===== src/rtl/reset_seq_pkg.sv =====
// Shared types, default parameters and sizing helper for the staged reset sequencer.
package reset_seq_pkg;

  // Sequencer states: stretch reset, filter PLL lock, release stages in order, steady run.
  typedef enum logic [1:0] {
    ST_ASSERT    = 2'd0,
    ST_WAIT_LOCK = 2'd1,
    ST_RELEASE   = 2'd2,
    ST_RUN       = 2'd3
  } reset_seq_state_t;

  localparam int DEF_NUM_STAGES  = 3;
  localparam int DEF_HOLD_CYCLES = 16;
  localparam int DEF_LOCK_FILTER = 4;
  localparam int DEF_STAGE_GAP   = 8;

  // Width of one counter able to hold the largest of the three thresholds.
  function automatic int cnt_width(input int hold, input int lock, input int gap);
    int max_v;
    max_v = (hold > lock) ? hold : lock;
    max_v = (gap > max_v) ? gap : max_v;
    return $clog2(max_v + 1);
  endfunction

endpackage


===== src/rtl/reset_sequencer.sv =====
// Staged reset release controller: stretches reset, filters PLL lock, then releases
// NUM_STAGES active-low resets one at a time; any abort drops every stage at once.
module reset_sequencer
  import reset_seq_pkg::*;
#(
  parameter int NUM_STAGES  = DEF_NUM_STAGES,
  parameter int HOLD_CYCLES = DEF_HOLD_CYCLES,
  parameter int LOCK_FILTER = DEF_LOCK_FILTER,
  parameter int STAGE_GAP   = DEF_STAGE_GAP
) (
  input  logic                  clk_i,
  input  logic                  rst_n_i,
  input  logic                  pll_locked_i,
  input  logic                  sw_rst_req_i,
  output logic [NUM_STAGES-1:0] stage_rst_n_o,
  output logic                  all_released_o,
  output logic                  busy_o
);

  localparam int CNT_W = cnt_width(HOLD_CYCLES, LOCK_FILTER, STAGE_GAP);
  localparam int IDX_W = (NUM_STAGES > 1) ? $clog2(NUM_STAGES) : 1;

  // Counters stop one short of each threshold: the threshold edge itself moves on.
  localparam logic [CNT_W-1:0]      CNT_ZERO   = CNT_W'(0);
  localparam logic [CNT_W-1:0]      CNT_ONE    = CNT_W'(1);
  localparam logic [CNT_W-1:0]      HOLD_LAST  = CNT_W'(HOLD_CYCLES - 1);
  localparam logic [CNT_W-1:0]      LOCK_LAST  = CNT_W'(LOCK_FILTER - 1);
  localparam logic [CNT_W-1:0]      GAP_LAST   = CNT_W'(STAGE_GAP - 1);
  localparam logic [IDX_W-1:0]      IDX_ZERO   = IDX_W'(0);
  localparam logic [IDX_W-1:0]      IDX_ONE    = IDX_W'(1);
  localparam logic [IDX_W-1:0]      IDX_LAST   = IDX_W'(NUM_STAGES - 1);
  localparam logic [NUM_STAGES-1:0] STAGE_NONE = NUM_STAGES'(0);
  localparam logic [NUM_STAGES-1:0] STAGE_ONE  = NUM_STAGES'(1);

  reset_seq_state_t        state_r, state_s;
  logic [CNT_W-1:0]        hold_cnt_r, hold_cnt_s;
  logic [CNT_W-1:0]        lock_cnt_r, lock_cnt_s;
  logic [CNT_W-1:0]        gap_cnt_r, gap_cnt_s;
  logic [IDX_W-1:0]        stage_idx_r, stage_idx_s;
  logic [NUM_STAGES-1:0]   stage_rst_n_r, stage_rst_n_s;
  logic                    all_released_r, all_released_s;
  logic                    busy_r, busy_s;
  logic                    abort_s;

  // State, counters and outputs all register here; async clear forces full reset.
  always_ff @(posedge clk_i or negedge rst_n_i) begin
    if (!rst_n_i) begin
      state_r        <= ST_ASSERT;
      hold_cnt_r     <= CNT_ZERO;
      lock_cnt_r     <= CNT_ZERO;
      gap_cnt_r      <= CNT_ZERO;
      stage_idx_r    <= IDX_ZERO;
      stage_rst_n_r  <= STAGE_NONE;
      all_released_r <= 1'b0;
      busy_r         <= 1'b1;
    end else begin
      state_r        <= state_s;
      hold_cnt_r     <= hold_cnt_s;
      lock_cnt_r     <= lock_cnt_s;
      gap_cnt_r      <= gap_cnt_s;
      stage_idx_r    <= stage_idx_s;
      stage_rst_n_r  <= stage_rst_n_s;
      all_released_r <= all_released_s;
      busy_r         <= busy_s;
    end
  end

  // Next-state, counter and output logic; lock loss in WAIT_LOCK only resets the filter.
  always_comb begin
    state_s        = state_r;
    hold_cnt_s     = hold_cnt_r;
    lock_cnt_s     = lock_cnt_r;
    gap_cnt_s      = gap_cnt_r;
    stage_idx_s    = stage_idx_r;
    stage_rst_n_s  = stage_rst_n_r;
    all_released_s = all_released_r;
    busy_s         = busy_r;
    abort_s        = 1'b0;

    case (state_r)
      ST_WAIT_LOCK: abort_s = sw_rst_req_i;
      ST_RELEASE:   abort_s = ~pll_locked_i | sw_rst_req_i;
      ST_RUN:       abort_s = ~pll_locked_i | sw_rst_req_i;
      default:      abort_s = 1'b0;
    endcase

    if (abort_s) begin
      state_s        = ST_ASSERT;
      hold_cnt_s     = CNT_ZERO;
      lock_cnt_s     = CNT_ZERO;
      gap_cnt_s      = CNT_ZERO;
      stage_idx_s    = IDX_ZERO;
      stage_rst_n_s  = STAGE_NONE;
      all_released_s = 1'b0;
      busy_s         = 1'b1;
    end else begin
      case (state_r)
        ST_ASSERT: begin
          if (sw_rst_req_i) begin
            hold_cnt_s = CNT_ZERO;
          end else if (hold_cnt_r == HOLD_LAST) begin
            hold_cnt_s = CNT_ZERO;
            lock_cnt_s = CNT_ZERO;
            state_s    = ST_WAIT_LOCK;
          end else begin
            hold_cnt_s = hold_cnt_r + CNT_ONE;
          end
        end
        ST_WAIT_LOCK: begin
          if (!pll_locked_i) begin
            lock_cnt_s = CNT_ZERO;
          end else if (lock_cnt_r == LOCK_LAST) begin
            lock_cnt_s    = CNT_ZERO;
            gap_cnt_s     = CNT_ZERO;
            stage_rst_n_s = stage_rst_n_r | STAGE_ONE;
            if (NUM_STAGES == 1) begin
              state_s        = ST_RUN;
              all_released_s = 1'b1;
              busy_s         = 1'b0;
            end else begin
              state_s     = ST_RELEASE;
              stage_idx_s = IDX_ONE;
            end
          end else begin
            lock_cnt_s = lock_cnt_r + CNT_ONE;
          end
        end
        ST_RELEASE: begin
          if (gap_cnt_r == GAP_LAST) begin
            gap_cnt_s     = CNT_ZERO;
            stage_rst_n_s = stage_rst_n_r | (STAGE_ONE << stage_idx_r);
            if (stage_idx_r == IDX_LAST) begin
              state_s        = ST_RUN;
              all_released_s = 1'b1;
              busy_s         = 1'b0;
            end else begin
              stage_idx_s = stage_idx_r + IDX_ONE;
            end
          end else begin
            gap_cnt_s = gap_cnt_r + CNT_ONE;
          end
        end
        ST_RUN: begin
          state_s = ST_RUN;
        end
        default: begin
          state_s        = ST_ASSERT;
          hold_cnt_s     = CNT_ZERO;
          lock_cnt_s     = CNT_ZERO;
          gap_cnt_s      = CNT_ZERO;
          stage_idx_s    = IDX_ZERO;
          stage_rst_n_s  = STAGE_NONE;
          all_released_s = 1'b0;
          busy_s         = 1'b1;
        end
      endcase
    end
  end

  assign stage_rst_n_o  = stage_rst_n_r;
  assign all_released_o = all_released_r;
  assign busy_o         = busy_r;

endmodule


===== config.mk =====
export PLATFORM = sky130hd
export DESIGN_NAME = reset_sequencer
export DESIGN_NICKNAME = d
export VERILOG_FILES = /design/src/rtl/reset_seq_pkg.sv /design/src/rtl/reset_sequencer.sv
export SDC_FILE = /design/constraint.sdc
export NUM_CORES = 1
export LEC_CHECK = 0
export CORE_ASPECT_RATIO = 2
export CORE_MARGIN = 4
export CORE_UTILIZATION = 44
export DETAILED_ROUTE_END_ITERATION = 16
export RECOVER_POWER = 50
export SLEW_MARGIN = 0
export SYNTH_ARGS = -nofsm -noshare
export SYNTH_HDL_FRONTEND = slang
export SYNTH_SLANG_ARGS = --single-unit

===== constraint.sdc =====
create_clock -name clk_i -period 5.34 [get_ports clk_i]
set_input_delay 0.801 -clock clk_i [delete_from_list [all_inputs] [get_ports clk_i]]
set_output_delay 0.801 -clock clk_i [all_outputs]
set_load 0.01 [all_outputs]

==> impl_metrics.csv <==
group,metric,value,unit
worst_setup_path,crit_type,"in -> reg",
yosys,synthesis.nets,144,
timing,finalSetupViolations,0,
global_route,grt_pass1_vias,963,
power_and_ir_drop,ir_drop,293,uV
worst_setup_path,startpoint,"sw_rst_req_i",
power_and_ir_drop,p_leak,0.688,nW
yosys,synth_top_area_share,43.0,%
finish,fin_cells,173,
route,num_vias,1016,
worst_setup_path,worstSetupStartpointType,"input pin",
global_route,grt_util_all_layers,14.7,%
timing,slew_headroom,30.6,%
clock_network,cts_resized,0,
finish,num_antenna_cells,0,
power_and_ir_drop,p_per_area,366,mW/mm2
route,dr.pass1.iters,5,
clock_network,cts.clk_slew.worst_paths,80,ps
route,antenna_left,0,
yosys,syn_inst,134,
yosys,netlist_top_cells_area,"dfrtp_1 (43%), ha_1 (5.6%), o21ai_0 (4.1%)",
timing,finClkSkew,6.48,ps
yosys,synth_area,0.00134,mm2
clock_network,numCtsBuffers,3,
clock_network,cts_hold_buf,0,
global_route,grt_pass1_wl,4400,um
worst_setup_path,cp.required,5510,ps
global_route,grt_antenna_before_repair,0,
timing,whs,485,ps
placement,dp_hpwl,1950,um
placement,dp_cells,169,
timing,tns,0,ps
yosys,dominantRegCellSynth,"dfrtp_1",
die,die-area,0.00404,mm2
timing,min_period_over_period,44.7,%
die,rows,28,
placement,port-buffer-count,8,
global_route,grt_max_degree,25,
worst_setup_path,r2r_cells,5,
worst_setup_path,endpoint_kind,"flop",
worst_setup_path,crit_arrival,2560,ps
power_and_ir_drop,p_total,0.555,mW
min_path,hp-class,"reg -> reg",
yosys,synthDistinctLibCells,43,
placement,gp_congestion,0.777,
die,die_y,86.0,um
status,status,"complete, no violations",
finish,layout-drive-gt1-share,8.39,%
worst_setup_path,r2r-start,"gap_cnt_r[0]$_DFFE_PN0P_",
timing,fmax,0.419,GHz
clock_network,cts_max_level,1,
finish,nets,154,
route,viasPerCell,5.87,
yosys,synthTopCellsByCount,"dfrtp_1 (23), nor2_1 (11), o21ai_0 (11)",
route,drt_iter0_markers,18,
worst_setup_path,cp_max_fo,14,
die,die_width,47.0,um
timing,worst_slew_pin_slew,1040,ps
yosys,ys_seq_area_share,45.0,%
clock_network,cts_tree,"built",
yosys,yosysMostFrequentCell,"dfrtp_1",
timing,finalHoldViolCount,0,
clock_network,clk_path_buf_depth,2,
min_path,holdPathStages,1,
die,core_area,0.00294,mm2
worst_setup_path,slowest_stage,"dlygate4sd3_1",
yosys,synth_edf_count,0,
worst_setup_path,slowest_delay,790,ps
clock_network,cts_root_buf,"clkbuf_8",
finish,area_growth,13.3,%
global_route,overflow,0,
placement,dpl_cell_area,0.00145,mm2
die,io_pins,9,
worst_setup_path,worstPathCellList,"dlygate4sd3_1 > and2_1 > a211oi_4 > or3_1 > a221oi_2",
yosys,synth_top_area_cell,"dfrtp_1",
route,wl_per_cell,14.9,um
yosys,synth_warnings,0,
route,drc,0,
yosys,async_reset_ff_share,100,%
timing,drv_slew,0,
die,initial_core_util,45.5,%
min_path,min_from,"hold_cnt_r[4]$_DFFE_PN0P_",
yosys,ys_ff_latch,24,
finish,fin_area,0.00152,mm2
timing,rsz0062_at_grt,"false",
clock_network,cts_sinks,24,
clock_network,clk_latency,270,ps
clock_network,cts_setup_buffers,0,
yosys,avgSynthCellArea,9.99,um2
timing,finalCriticalPeriod,2390,ps
flow_run,maxCapViolCount,0,
route,drt_wl_total,2580,um
-- layer usage --
metal	GRT usage [%]	wire length, um	share of wire [%]
met4	6.05	27	1.0
met3	1.89	48	1.9
met1	17.0	1040	40
met2	25.7	1470	57
met5	0	0	0
-- state kept, by name (all words and copies together) (netlist names) --
name            cells
gap_cnt_r           5
hold_cnt_r          5
lock_cnt_r          5
stage_rst_n_o       3
stage_idx_r         2
state_r             2
all_released_o      1
busy_o              1
-- final cells by class --
| type | count | area (um2) |
|---|---|---|
| Inverter | 7 | 26.3 |
| Fill cell | 285 | 1430 |
| Multi-Input combinational cell | 100 | 699 |
| Clock buffer | 3 | 41.3 |
| Sequential cell | 24 | 602 |
| Tap cell | 30 | 37.5 |
| Timing Repair Buffer | 8 | 80.1 |
| Clock inverter | 1 | 30.0 |
-- cells by family after synthesis --
group | after synthesis | share of synthesized area, %
muxes | 3 | 2.34
DFF | 24 | 45.0
AOI/OAI and AO/OA | 35 | 18.4
and+or+nand+nor | 53 | 23.9
xor gates and xnor gates | 3 | 1.96
adders and majority gates | 6 | 5.61
buffers and inverters | 10 | 2.80
-- worst max-delay path, delay by kind of cell --
family / cells / cell delay [ps]
buf+inv: 1 / 790
simple gates: 2 / 650
compound gates: 2 / 320
-- path summary, 6_finish.rpt --
check | endpoint | slack (ps)
setup / recovery | gap_cnt_r[4]$_DFFE_PN0P_ | 2950
hold / removal | hold_cnt_r[4]$_DFFE_PN0P_ | 490
setup reg to reg | stage_idx_r[1]$_DFFE_PN0P_ | 3360
hold reg to reg | hold_cnt_r[4]$_DFFE_PN0P_ | 490
max in group asynchronous | hold_cnt_r[2]$_DFFE_PN0P_ | 3550
min in group asynchronous | gap_cnt_r[0]$_DFFE_PN0P_ | 1160
-- power by group --
group / switching [mW] / total [mW] / internal (mW) / leakage [nW]
combinational: 0.0706 / 0.147 / 0.0762 / 0.332
clock: 0.0578 / 0.158 / 0.100 / 0.0357
sequential: 0.0344 / 0.250 / 0.216 / 0.320
total: 0.163 / 0.555 / 0.392 / 0.688
-- metrics by stage --
step / utilization [%] / setup slack, ps
2_1_floorplan: - / 3480
3_3_place_gp: 49.1 / 2840
3_5_place_dp: 49.1 / 2770
4_1_cts: 51.5 / 3050
5_1_grt: 51.5 / 2870
6_report: 51.5 / 2950
-- cells in the final DEF (no fill, tap or decap), types with 3 or more instances in the layout --
cell type	count
a21o_1	4
a21oi_1	6
clkbuf_8	3
clkdlybuf4s50_1	5
dfrtp_1	23
dlygate4sd3_1	3
ha_1	6
inv_1	7
nand2_1	8
nand2b_1	4
nand3_1	6
nand3b_1	3
nor2_1	11
nor2b_1	4
o21ai_0	11
No activity file was read; power rests on OpenSTA's default activity.
